**src/rtl/fft_bin_scheduler.sv**
```systemverilog
// FFT bin scheduler: captures the first BINS bins of each FFT frame, squares them
// on one shared multiplier, and publishes a double-buffered LED level vector.
module fft_bin_scheduler #(
  parameter int WIDTH   = 12,
  parameter int BINS    = 8,
  parameter int LEVEL_W = 8,
  parameter int SHIFT   = 6,
  parameter int HOLD    = 1,
  parameter int DECAY   = 16
) (
  input  logic                    clk,
  input  logic                    reset_n,
  input  logic                    i_enable,
  input  logic                    i_ce,
  input  logic                    i_sync,
  input  logic signed [WIDTH-1:0] i_real,
  input  logic signed [WIDTH-1:0] i_imag,
  input  logic                    i_clr_err,
  output logic [BINS*LEVEL_W-1:0] o_levels,
  output logic                    o_frame,
  output logic                    o_busy,
  output logic                    o_overrun,
  output logic                    o_resync
);
  localparam int ACC_W  = 2 * WIDTH + 1;
  localparam int BIDX_W = (BINS > 1) ? $clog2(BINS) : 1;
  localparam logic [LEVEL_W-1:0] SAT      = '1;
  localparam logic [LEVEL_W-1:0] DEC      = LEVEL_W'(DECAY);
  localparam logic [BIDX_W-1:0]  LAST_BIN = BIDX_W'(BINS - 1);

  typedef enum logic [2:0] {
    S_HUNT, S_WAIT, S_SQ_RE, S_SQ_IM, S_COMMIT, S_PUBLISH
  } state_t;

  state_t                  state_q, state_d;
  logic [BIDX_W-1:0]       bin_idx_q, bin_idx_d;
  logic signed [WIDTH-1:0] re_q, re_d, im_q, im_d;
  logic [ACC_W-1:0]        acc_q, acc_d;
  logic [LEVEL_W-1:0]      shadow_q [BINS];
  logic [LEVEL_W-1:0]      shadow_d [BINS];
  logic [LEVEL_W-1:0]      levels_q [BINS];
  logic [LEVEL_W-1:0]      levels_d [BINS];
  logic                    frame_q, frame_d, busy_q, busy_d;
  logic                    overrun_q, overrun_d, resync_q, resync_d;

  logic signed [2*WIDTH-1:0] op_ext, sq;
  logic [ACC_W-1:0]          shifted;
  logic [LEVEL_W-1:0]        mag, pub, decayed, held, level;

  // Shared squarer: real part in SQ_RE, imaginary part otherwise.
  always_comb begin
    op_ext  = (state_q == S_SQ_RE) ? (2*WIDTH)'(re_q) : (2*WIDTH)'(im_q);
    sq      = op_ext * op_ext;
    shifted = acc_q >> SHIFT;
    mag     = (shifted > ACC_W'(SAT)) ? SAT : shifted[LEVEL_W-1:0];
    pub     = levels_q[bin_idx_q];
    decayed = (pub > DEC) ? pub - DEC : '0;
    held    = (mag > decayed) ? mag : decayed;
    level   = (HOLD != 0) ? held : mag;
  end

  always_comb begin
    // NOTE: every _d gets a default before the case so no path infers a latch.
    state_d   = state_q;
    bin_idx_d = bin_idx_q;
    re_d      = re_q;
    im_d      = im_q;
    acc_d     = acc_q;
    shadow_d  = shadow_q;
    levels_d  = levels_q;
    frame_d   = 1'b0;
    overrun_d = overrun_q & ~i_clr_err;
    resync_d  = resync_q & ~i_clr_err;
    if (i_ce && busy_q) overrun_d = 1'b1;

    if (!i_enable) begin
      state_d   = S_HUNT;
      bin_idx_d = '0;
    end else begin
      case (state_q)
        S_HUNT: if (i_ce && i_sync) begin
          re_d      = i_real;
          im_d      = i_imag;
          bin_idx_d = '0;
          state_d   = S_SQ_RE;
        end
        S_WAIT: if (i_ce) begin
          re_d    = i_real;
          im_d    = i_imag;
          state_d = S_SQ_RE;
          if (i_sync && bin_idx_q != '0) begin
            resync_d  = 1'b1;
            bin_idx_d = '0;
          end
        end
        S_SQ_RE: begin
          acc_d   = {1'b0, sq};
          state_d = S_SQ_IM;
        end
        S_SQ_IM: begin
          acc_d   = acc_q + {1'b0, sq};
          state_d = S_COMMIT;
        end
        S_COMMIT: begin
          shadow_d[bin_idx_q] = level;
          if (bin_idx_q == LAST_BIN) begin
            // Publish on this edge so o_frame and the new levels appear together.
            levels_d = shadow_d;
            frame_d  = 1'b1;
            state_d  = S_PUBLISH;
          end else begin
            bin_idx_d = bin_idx_q + 1'b1;
            state_d   = S_WAIT;
          end
        end
        S_PUBLISH: begin
          bin_idx_d = '0;
          state_d   = S_HUNT;
        end
        default: state_d = S_HUNT;
      endcase
    end
    busy_d = state_d inside {S_SQ_RE, S_SQ_IM, S_COMMIT, S_PUBLISH};
  end

  always_ff @(posedge clk or negedge reset_n) begin
    if (!reset_n) begin
      state_q   <= S_HUNT;
      bin_idx_q <= '0;
      re_q      <= '0;
      im_q      <= '0;
      acc_q     <= '0;
      frame_q   <= 1'b0;
      busy_q    <= 1'b0;
      overrun_q <= 1'b0;
      resync_q  <= 1'b0;
      // NOTE: the level buffers are small register arrays, not RAM, so they
      // take the async reset and the LEDs come up dark.
      for (int b = 0; b < BINS; b++) begin
        shadow_q[b] <= '0;
        levels_q[b] <= '0;
      end
    end else begin
      // NOTE: non-blocking throughout so every flop samples pre-edge values.
      state_q   <= state_d;
      bin_idx_q <= bin_idx_d;
      re_q      <= re_d;
      im_q      <= im_d;
      acc_q     <= acc_d;
      frame_q   <= frame_d;
      busy_q    <= busy_d;
      overrun_q <= overrun_d;
      resync_q  <= resync_d;
      shadow_q  <= shadow_d;
      levels_q  <= levels_d;
    end
  end

  always_comb begin
    o_levels = '0;
    for (int b = 0; b < BINS; b++) o_levels[b*LEVEL_W +: LEVEL_W] = levels_q[b];
  end

  assign o_frame   = frame_q;
  assign o_busy    = busy_q;
  assign o_overrun = overrun_q;
  assign o_resync  = resync_q;
endmodule

```
**config.mk**
```make
export PLATFORM = sky130hd
export DESIGN_NAME = fft_bin_scheduler
export DESIGN_NICKNAME = d
export VERILOG_FILES = /design/src/rtl/fft_bin_scheduler.sv
export SDC_FILE = /design/constraint.sdc
export NUM_CORES = 1
export LEC_CHECK = 0
export ABC_AREA = 1
export CORE_ASPECT_RATIO = 0.8
export CORE_MARGIN = 5
export CORE_UTILIZATION = 30
export CTS_CLUSTER_DIAMETER = 100
export DETAILED_ROUTE_END_ITERATION = 8
export PLACE_DENSITY = 0.55
export SYNTH_ARGS = -nofsm -noshare
export SYNTH_HDL_FRONTEND = slang
export SYNTH_SLANG_ARGS = --single-unit
```
**constraint.sdc**
```tcl
create_clock -name clk -period 22.8 [get_ports clk]
set_input_delay 4.56 -clock clk [delete_from_list [all_inputs] [get_ports clk]]
set_output_delay 4.56 -clock clk [all_outputs]
set_load 0.05 [all_outputs]
```
==> results of run 1 <==
[critical path, delay by kind of cell, from the launching register on]
family / cells / cell delay (ns)
fa+ha+maj: 9 / 4.40
simple gates: 8 / 2.33
compound gates: 7 / 1.77
buf+inv: 8 / 1.29
flops: 1 / 0.45
xor+xnor: 1 / 0.22
[per-layer routing]
metal | vias up | global-route usage | part of all wire
met5 | - | 0 | 0
met4 | 0 | 0.03928 | 0.015
met3 | 50 | 0.03384 | 0.059
met2 | 361 | 0.2481 | 0.43
met1 | 7261 | 0.2459 | 0.50
li1 | 7156 | - | -
[worst paths after layout]
path / from / to / slack, ns / depth (start not counted)
min in group asynchronous: reset_n / o_levels[47] / 4.10 / 1
max in group asynchronous: reset_n / im_q[4] / 17.41 / 2
setup / recovery: state_q[0] / acc_q[22] / 12.25 / 33
setup reg to reg: state_q[0] / acc_q[22] / 12.25 / 33
hold reg to reg: shadow_q[8] / shadow_q[8] / 0.47 / 2
hold / removal: shadow_q[8] / shadow_q[8] / 0.47 / 2
[area by class of cell]
type,instances,area (sq um),area share
Sequential cell,187,4679,0.2337
Clock buffer,22,464.2,0.02318
Tap cell,769,962.2,0.04805
Multi-Input combinational cell,1593,11210,0.5598
Timing Repair Buffer,108,1057,0.05280
Inverter,404,1521,0.07598
Clock inverter,9,130.1,0.006498
[per-stage QoR]
stage	area (sq um)	hold WS, ns	instances
2_1_floorplan	17680	0.4417	2246
3_3_place_gp	19430	0.4538	3061
3_5_place_dp	19430	0.4583	3061
4_1_cts	20020	0.4782	3092
5_1_grt	20020	0.4890	3092
6_report	20020	0.4747	3092
[cell usage after synthesis, types with 3 or more instances]
library cell / number / area (sq um)
o21bai_1: 10 / 75.07
dfrtp_1: 187 / 4679
fa_1: 150 / 3003
clkinv_1: 3 / 11.26
xnor2_1: 17 / 148.9
a21o_1: 4 / 30.03
buf_2: 14 / 70.07
inv_1: 387 / 1453
nor3_1: 9 / 45.04
o21ai_1: 7 / 35.03
buf_6: 3 / 33.78
nand2_2: 5 / 31.28
nand3b_1: 8 / 60.06
nand2_1: 563 / 2113
o211ai_1: 13 / 97.59
mux2_2: 12 / 135.1
nor2_1: 121 / 454.2
or2_2: 63 / 394.1
a21oi_1: 83 / 415.4
o21a_1: 5 / 37.54
nand4_1: 15 / 93.84
buf_1: 3 / 11.26
nand3_1: 200 / 1001
ha_1: 136 / 1702
a22oi_1: 6 / 45.04
mux2i_1: 8 / 80.08
clkbuf_1: 38 / 142.6
xor2_1: 26 / 227.7
nand3_4: 4 / 70.07
inv_2: 12 / 45.04
nand3_2: 36 / 360.4
buf_4: 4 / 30.03
o21ai_0: 69 / 345.3
[cells by family (layout without fill, tap and decap cells)]
| group | count (synthesis) | count (layout) | share of synthesized area |
|---|---|---|---|
| AND/OR/NAND/NOR | 1031 | 1031 | 0.2647 |
| buffers and inverters | 466 | 543 | 0.1023 |
| adder cells (fa/ha/maj) | 286 | 286 | 0.2660 |
| AO/OA/AOI/OAI | 213 | 213 | 0.06885 |
| flip-flops | 187 | 187 | 0.2646 |
| XOR/XNOR | 43 | 43 | 0.02130 |
| multiplexers | 20 | 20 | 0.01217 |
[registers in the layout, summed over array words and instances, names as in the netlist]
register,count
o_frame,1
o_levels,64
bin_idx_q,3
o_busy,1
im_q,12
state_q,3
o_overrun,1
re_q,12
shadow_q,64
acc_q,25
o_resync,1
==> results.cfg, run 1 <==
[outcome]
outcome = completed

[routing]
drc_errors = 0
vias = 14828
initialDrtViolationCount = 900
post_drt_wl_per_cell_microns = 16.63
viasPerCell = 4.796
ant_nets = 0
first_pass_iters = 5
wl_mm = 51.41

[final_layout]
layout_commonest_cell = nand2_1
final_core_util = 0.3439
nets = 2627
antenna_cells = 0
final_cell_mix = nand2_1, inv_1, nand3_1, dfrtp_1, fa_1
area_growth_pct = 13.24
nFillCells = 6065
drive_gt1_frac = 0.07964

[logic_synthesis]
synthCells = 2246
syn_area_sq_mm = 0.01768
synth.yosys.seq_area_share = 0.2646
ys.flop_type = dfrtp_1
synth_nets = 2562
yosysWarnings = 0
synth_edf_count = 0
syn_avg_cell_area_sq_um = 7.873
async_flop_share = 1.000
ys_seq_elements = 187
synthDistinctLibCells = 51

[timing]
relSlewSlack = 0.2117
finalCritPeriodShare = 0.4627
report.final.slew_viol_count = 0
fin_ws_ns = 12.25
tightestPinTransition_ns = 1.183
timing.fmax_mhz = 94.79
period_needed_ns = 10.55
tns_ns = 0
setup_viol = 0
skew_ns = 0.02266
rsz0062_at_grt = false
hold_violations = 0

[clocking]
cts_buffers = 17
cts_tree = done
clockRootBuffer = clkbuf_16
clockBufferDepth = 2
ctsHoldBuffers = 0
cts_resized = 0
clock_sinks = 187
clk_pin_slew_ns = 0.08
htreeDepth = 4
post_cts.repair.setup_buffers = 0
clk_latency_ns = 0.50

[worst_hold_path]
hold_class = register to register

[floorplan]
chipHeight_microns = 227.2
die-area_sq_mm = 0.06393
rows = 79
ios = 98
die_x_microns = 281.4
core_area_sq_mm = 0.05822
start_util = 0.3037

[global_route]
grt_pass1_vias = 15029
antenna_found_initial = 0
grt_pass1_wl_mm = 83.55
grtUsageTotal = 0.1653
grt_overflow = 0
grt_max_degree = 77

[setup_path]
crit_top_cell = fa_1
worstPathRequired_ns = 23.24
cpMaxStageDelayCell = o21ai_0
startpoint_type = register
worstSetupEndpointType = register
slowest_delay_ns = 0.85
crit_type = register to register
crit_arrival_ns = 10.99
worstPathMaxFanout = 20

[job]
maxCapViolations = 0

[place]
port_buffers = 97
pre_cts_slack_ns = 12.35
dpl.hpwl_mm = 39.91
gp_congestion = 0.9139
Power of run 1 is left out: the tool's default activity adds up to more than one toggle a clock period on the data nets, which glitch-free logic cannot reach.
==> run 2: changes to the inputs <==
--- a/config.mk
+++ b/config.mk
@@ -11,7 +11,7 @@
 export CORE_UTILIZATION = 30
 export CTS_CLUSTER_DIAMETER = 100
 export DETAILED_ROUTE_END_ITERATION = 8
-export PLACE_DENSITY = 0.55
+export PLACE_DENSITY = 0.56
 export SYNTH_ARGS = -nofsm -noshare
 export SYNTH_HDL_FRONTEND = slang
 export SYNTH_SLANG_ARGS = --single-unit
==> constraint.sdc (replaced) <==
create_clock -name clk -period 9.45 [get_ports clk]
set_input_delay 1.89 -clock clk [delete_from_list [all_inputs] [get_ports clk]]
set_output_delay 1.89 -clock clk [all_outputs]
set_load 0.05 [all_outputs]
==> run 2 against run 1 <==
- critical path depth rose by 9
- global-route usage fell by 0.15 points
- sequential share of layout area fell by 0.24 points
- via count rose by 1.6%
- non-clock buffer count rose by 16
- hold slack improved by 0.0011 ns
- critical path type unchanged
- critical endpoint is now acc_q[24]
==> results.cfg, run 2 (same netlist as run 1, synthesis figures left out) <==
[clocking]
ctsHoldBuffers = 0
clockBufferDepth = 2
clock_sinks = 187
clk_pin_slew_ns = 0.08
clockRootBuffer = clkbuf_16
clk_latency_ns = 0.48
cts_buffers = 17
htreeDepth = 4
cts_tree = done

[floorplan]
chipHeight_microns = 227.2
die_x_microns = 281.4
start_util = 0.3037
ios = 98
die-area_sq_mm = 0.06393
core_area_sq_mm = 0.05822
rows = 79

[job]
maxCapViolations = 0

[worst_hold_path]
hold_end = shadow_q[53]
hold_class = register to register
min-delay-start = shadow_q[53]
holdPathStages = 2

[routing]
ant_nets = 0
vias = 15072
wl_mm = 51.48
drc_errors = 0
viasPerCell = 4.848
post_drt_wl_per_cell_microns = 16.56
initialDrtViolationCount = 1180
first_pass_iters = 5

[global_route]
grt_pass1_wl_mm = 83.70
grt_max_degree = 118
antenna_found_initial = 0
grt_pass1_vias = 15132
grtUsageTotal = 0.1638
grt_overflow = 0

[setup_path]
critPathBufInv = 12
crit_top_cell = inv_1
reg2reg_setup_slack_ns = 0.55
r2r_start = state_q[0]
crit_family = adder cells
worstSetupEndpointType = register
crit_arrival_ns = 9.25
worstPathMaxFanout = 20
slowest_delay_ns = 0.54
worst_r2r_endpoint = acc_q[24]
r2r_cells = 42
cp.depth = 42
crit_type = register to register
cpMaxStageDelayCell = fa_1
startpoint_type = register
worstPathRequired_ns = 9.81

[final_layout]
multi_input_area_sq_mm = 0.01128
register_area_sq_mm = 0.004681
antenna_cells = 0
nFillCells = 6053
area_growth_pct = 14.45
nets = 2643
layout_commonest_cell = nand2_1
stdcell_count = 3109
final_cell_mix = nand2_1, inv_1, nand3_1, dfrtp_1, fa_1
drive_gt1_frac = 0.09444

[timing]
tightestPinTransition_ns = 1.202
report.final.slew_viol_count = 0
skew_ns = 0.02244
relSlewSlack = 0.1970
finalCritPeriodShare = 0.9413
setup_viol = 0
timing.fmax_mhz = 112.4
fin_ws_ns = 0.5544
hold_violations = 0
period_needed_ns = 8.896

[place]
pre_cts_slack_ns = 0.1284
dpl.hpwl_mm = 39.75
port_buffers = 97
gp_congestion = 0.9220
dpl.cell_count = 3075

[outcome]
outcome = completed
## run 2: changes by cell type in the layout (fill, tap and decap cells not counted), sizes merged
cell	change
clkbuf	-4
clkinvlp	+1
bufinv	-1
buf	+16
inv	+3
clkinv	+2
## run 2: tightest hold or removal path, stage by stage (launching register included)
cell     delay [ns]
dfrtp_1        0.34
nand2_1        0.05
nand2_1        0.06
## run 2: per-layer routing
layer | part of all wire | vias up | track usage | wire length (microns)
li1 | - | 7217 | - | -
met1 | 0.49 | 7412 | 0.2457 | 25230
met2 | 0.43 | 397 | 0.2434 | 22140
met3 | 0.061 | 46 | 0.03240 | 3141
met4 | 0.019 | 0 | 0.04070 | 965
met5 | 0 | - | 0 | 0
## run 2: how the worst max path moves through the flow
| stage | startpoint | to | slack [ns] |
|---|---|---|---|
| floorplan | state_q[0] | acc_q[21] | 1.01 |
| global placement | state_q[0] | acc_q[24] | 0.18 |
| detailed placement | state_q[0] | acc_q[21] | 0.13 |
| CTS | state_q[0] | acc_q[21] | 0.1 |
| global route | state_q[0] | acc_q[22] | -0.02 |
| finish | state_q[0] | acc_q[24] | 0.55 |
## run 2: per-stage QoR
stage | hold slack, ns | setup TNS [ns] | utilization | area [sq um]
4_1_cts | 0.4789 | 0 | 0.3460 | 20150
3_3_place_gp | 0.4534 | 0 | 0.3355 | 19540
3_5_place_dp | 0.4573 | 0 | 0.3355 | 19540
2_1_floorplan | 0.4417 | 0 | - | 17680
6_report | 0.4758 | 0 | 0.3476 | 20240
5_1_grt | 0.4924 | -0.02518 | 0.3476 | 20240
## run 2: cell type report
cell class              instances  area share
clock buffers                  18     0.02170
clock inverters                14    0.008532
inverters                     404     0.07555
multi-input cells            1593      0.5572
flip-flops and latches        187      0.2313
well taps                     769     0.04754
repair buffers                124     0.05818
## run 2: timing repair
item	4_1_cts	5_1_grt
buffers inserted	0	2
endpoints found under the setup margin	0	8
resized for setup	0	22
Power of run 2 is left out for the same reason.
==> run 3: changes to the inputs <==
--- a/config.mk
+++ b/config.mk
@@ -5,7 +5,7 @@
 export SDC_FILE = /design/constraint.sdc
 export NUM_CORES = 1
 export LEC_CHECK = 0
-export ABC_AREA = 1
+export CAP_MARGIN = 20
 export CORE_ASPECT_RATIO = 0.8
 export CORE_MARGIN = 5
 export CORE_UTILIZATION = 30
==> run 3 against run 2 <==
- sequential share of layout area rose by 1.2 points
- clock skew down 0.0082 ns
- hold slack better by 0.0078 ns
- global-route usage is 0.80 points lower
- sequential cell count stayed put
- first-iteration DRC count shrank 23%
- final cell count is 15% lower
- die area fell by 5.4%
- core utilization grew 0.14 points
- register-to-register slack worse by 0.09 ns
==> results.cfg, run 3 <==
[outcome]
outcome = completed

[routing]
wl_mm = 45.85
viasPerCell = 4.899
vias = 12967
post_drt_wl_per_cell_microns = 17.32
drc_errors = 0
first_pass_iters = 5
initialDrtViolationCount = 912
ant_nets = 0

[logic_synthesis]
synthDistinctLibCells = 75
synth_area_leaders = dfrtp_1, fa_1, ha_1
synth_edf_count = 0
yosys-top-cells-count = inv_1, nand2_1, dfrtp_1
yosysWarnings = 0
synthCells = 1795
synth.most_common_cell = inv_1
syn_avg_cell_area_sq_um = 9.300
ys_seq_elements = 187
netlist.area_leader.share = 0.2803
synth.yosys.seq_area_share = 0.2803
async_flop_share = 1.000
syn_area_sq_mm = 0.01669
synth_nets = 2111
ys.flop_type = dfrtp_1
yosys.area.top_type = dfrtp_1

[clocking]
clock_sinks = 187
cts_tree = done
clockBufferDepth = 2
clockRootBuffer = clkbuf_16
clk_pin_slew_ns = 0.08
ctsHoldBuffers = 0
clk_latency_ns = 0.48
cts_buffers = 17
htreeDepth = 4

[global_route]
grt_overflow = 0
grt_pass1_vias = 13254
grt_pass1_wl_mm = 74.82
antenna_found_initial = 0
grtUsageTotal = 0.1559
grt_max_degree = 116

[floorplan]
die-area_sq_mm = 0.06049
core_area_sq_mm = 0.05520
chipHeight_microns = 221.0
start_util = 0.3024
rows = 77
die_x_microns = 273.7
ios = 98

[timing]
setup_viol = 0
report.final.slew_viol_count = 0
timing.fmax_mhz = 111.3
relSlewSlack = 0.3477
rsz0062_at_grt = false
skew_ns = 0.01428
finalCritPeriodShare = 0.9507
tightestPinTransition_ns = 0.9513
period_needed_ns = 8.985
tns_ns = 0
hold_violations = 0

[final_layout]
layout_commonest_cell = inv_1
nets = 2200
area_growth_pct = 15.40
nFillCells = 5593
antenna_cells = 0
drive_gt1_frac = 0.08962
final_cell_mix = inv_1, nand2_1, dfrtp_1, fa_1, ha_1

[place]
port_buffers = 97
dpl.hpwl_mm = 35.96
gp_congestion = 0.8936

[setup_path]
cpMaxStageDelayCell = fa_1
worstPathMaxFanout = 19
worstSetupEndpointType = register
crit_top_cell = fa_1
slowest_delay_ns = 0.56
r2r_cells = 32
worstPathRequired_ns = 9.85
crit_type = register to register
crit_arrival_ns = 9.39
startpoint_type = register

[worst_hold_path]
holdPathStages = 2
hold_class = register to register

[job]
maxCapViolations = 0
run 3: cell type report:
| class | instances | area (sq um) | share of cell area |
|---|---|---|---|
| multi-input combinational | 1266 | 10720 | 0.5563 |
| sequential | 187 | 4683 | 0.2431 |
| timing repair buffer | 131 | 1262 | 0.06553 |
| inverter | 281 | 1066 | 0.05534 |
| tap | 750 | 938.4 | 0.04871 |
| clock buffer | 17 | 425.4 | 0.02208 |
| clock inverter | 15 | 172.7 | 0.008963 |
run 3: path summary, 6_finish.rpt:
| path | start | endpoint | slack [ns] |
|---|---|---|---|
| worst max-delay path | state_q[0] | acc_q[22] | 0.47 |
| worst min-delay path | shadow_q[57] | shadow_q[57] | 0.48 |
| min in group asynchronous | reset_n | o_levels[9] | 1.24 |
| worst max register to register | state_q[0] | acc_q[22] | 0.47 |
| worst min register to register | shadow_q[57] | shadow_q[57] | 0.48 |
| max in group asynchronous | reset_n | shadow_q[63] | 6.99 |
run 3: critical path, delay by kind of cell (launching register included):
| family | cells | cell delay [ns] |
|---|---|---|
| XOR/XNOR | 2 | 0.29 |
| flip-flops | 1 | 0.48 |
| buffers and inverters | 8 | 0.94 |
| AND/OR/NAND/NOR | 7 | 1.53 |
| multiplexers | 1 | 0.40 |
| adder cells (fa/ha/maj) | 9 | 4.20 |
| AO/OA/AOI/OAI | 5 | 0.99 |
run 3: what timing repair did:
item	4_1_cts	5_1_grt
setup endpoints to repair	0	6
resized for setup	0	19
buffers inserted	0	5
run 3: through the flow:
stage                       util  std cells  setup WS (ns)  hold WS [ns]  cell area (sq um)
after detailed placement  0.3358       2609         0.2166        0.4659              18540
after CTS                 0.3467       2641         0.1599        0.4849              19140
after global routing      0.3490       2647       0.006001        0.4994              19260
after global placement    0.3358       2609         0.3434        0.4556              18540
after floorplan                -       1795         0.9404        0.4418              16690
final                     0.3490       2647         0.4654        0.4836              19260
run 3: kinds of logic (layout without fill, tap and decap cells):
kind of cell               after synthesis  count (layout)  synth area share
buffers and inverters                  342             444           0.08147
muxes                                   82              82           0.05944
adders and majority gates              286             286            0.2818
and+or+nand+nor                        476             476            0.1292
AOI/OAI and AO/OA                      354             354            0.1321
xor gates and xnor gates                68              68           0.03568
DFF                                    187             187            0.2803
run 3: metal layers:
layer,track usage,part of all wire
met5,0,0
met4,0.03091,0.013
met3,0.02577,0.052
met1,0.2319,0.48
met2,0.2408,0.45
Power of run 3 is left out for the same reason.
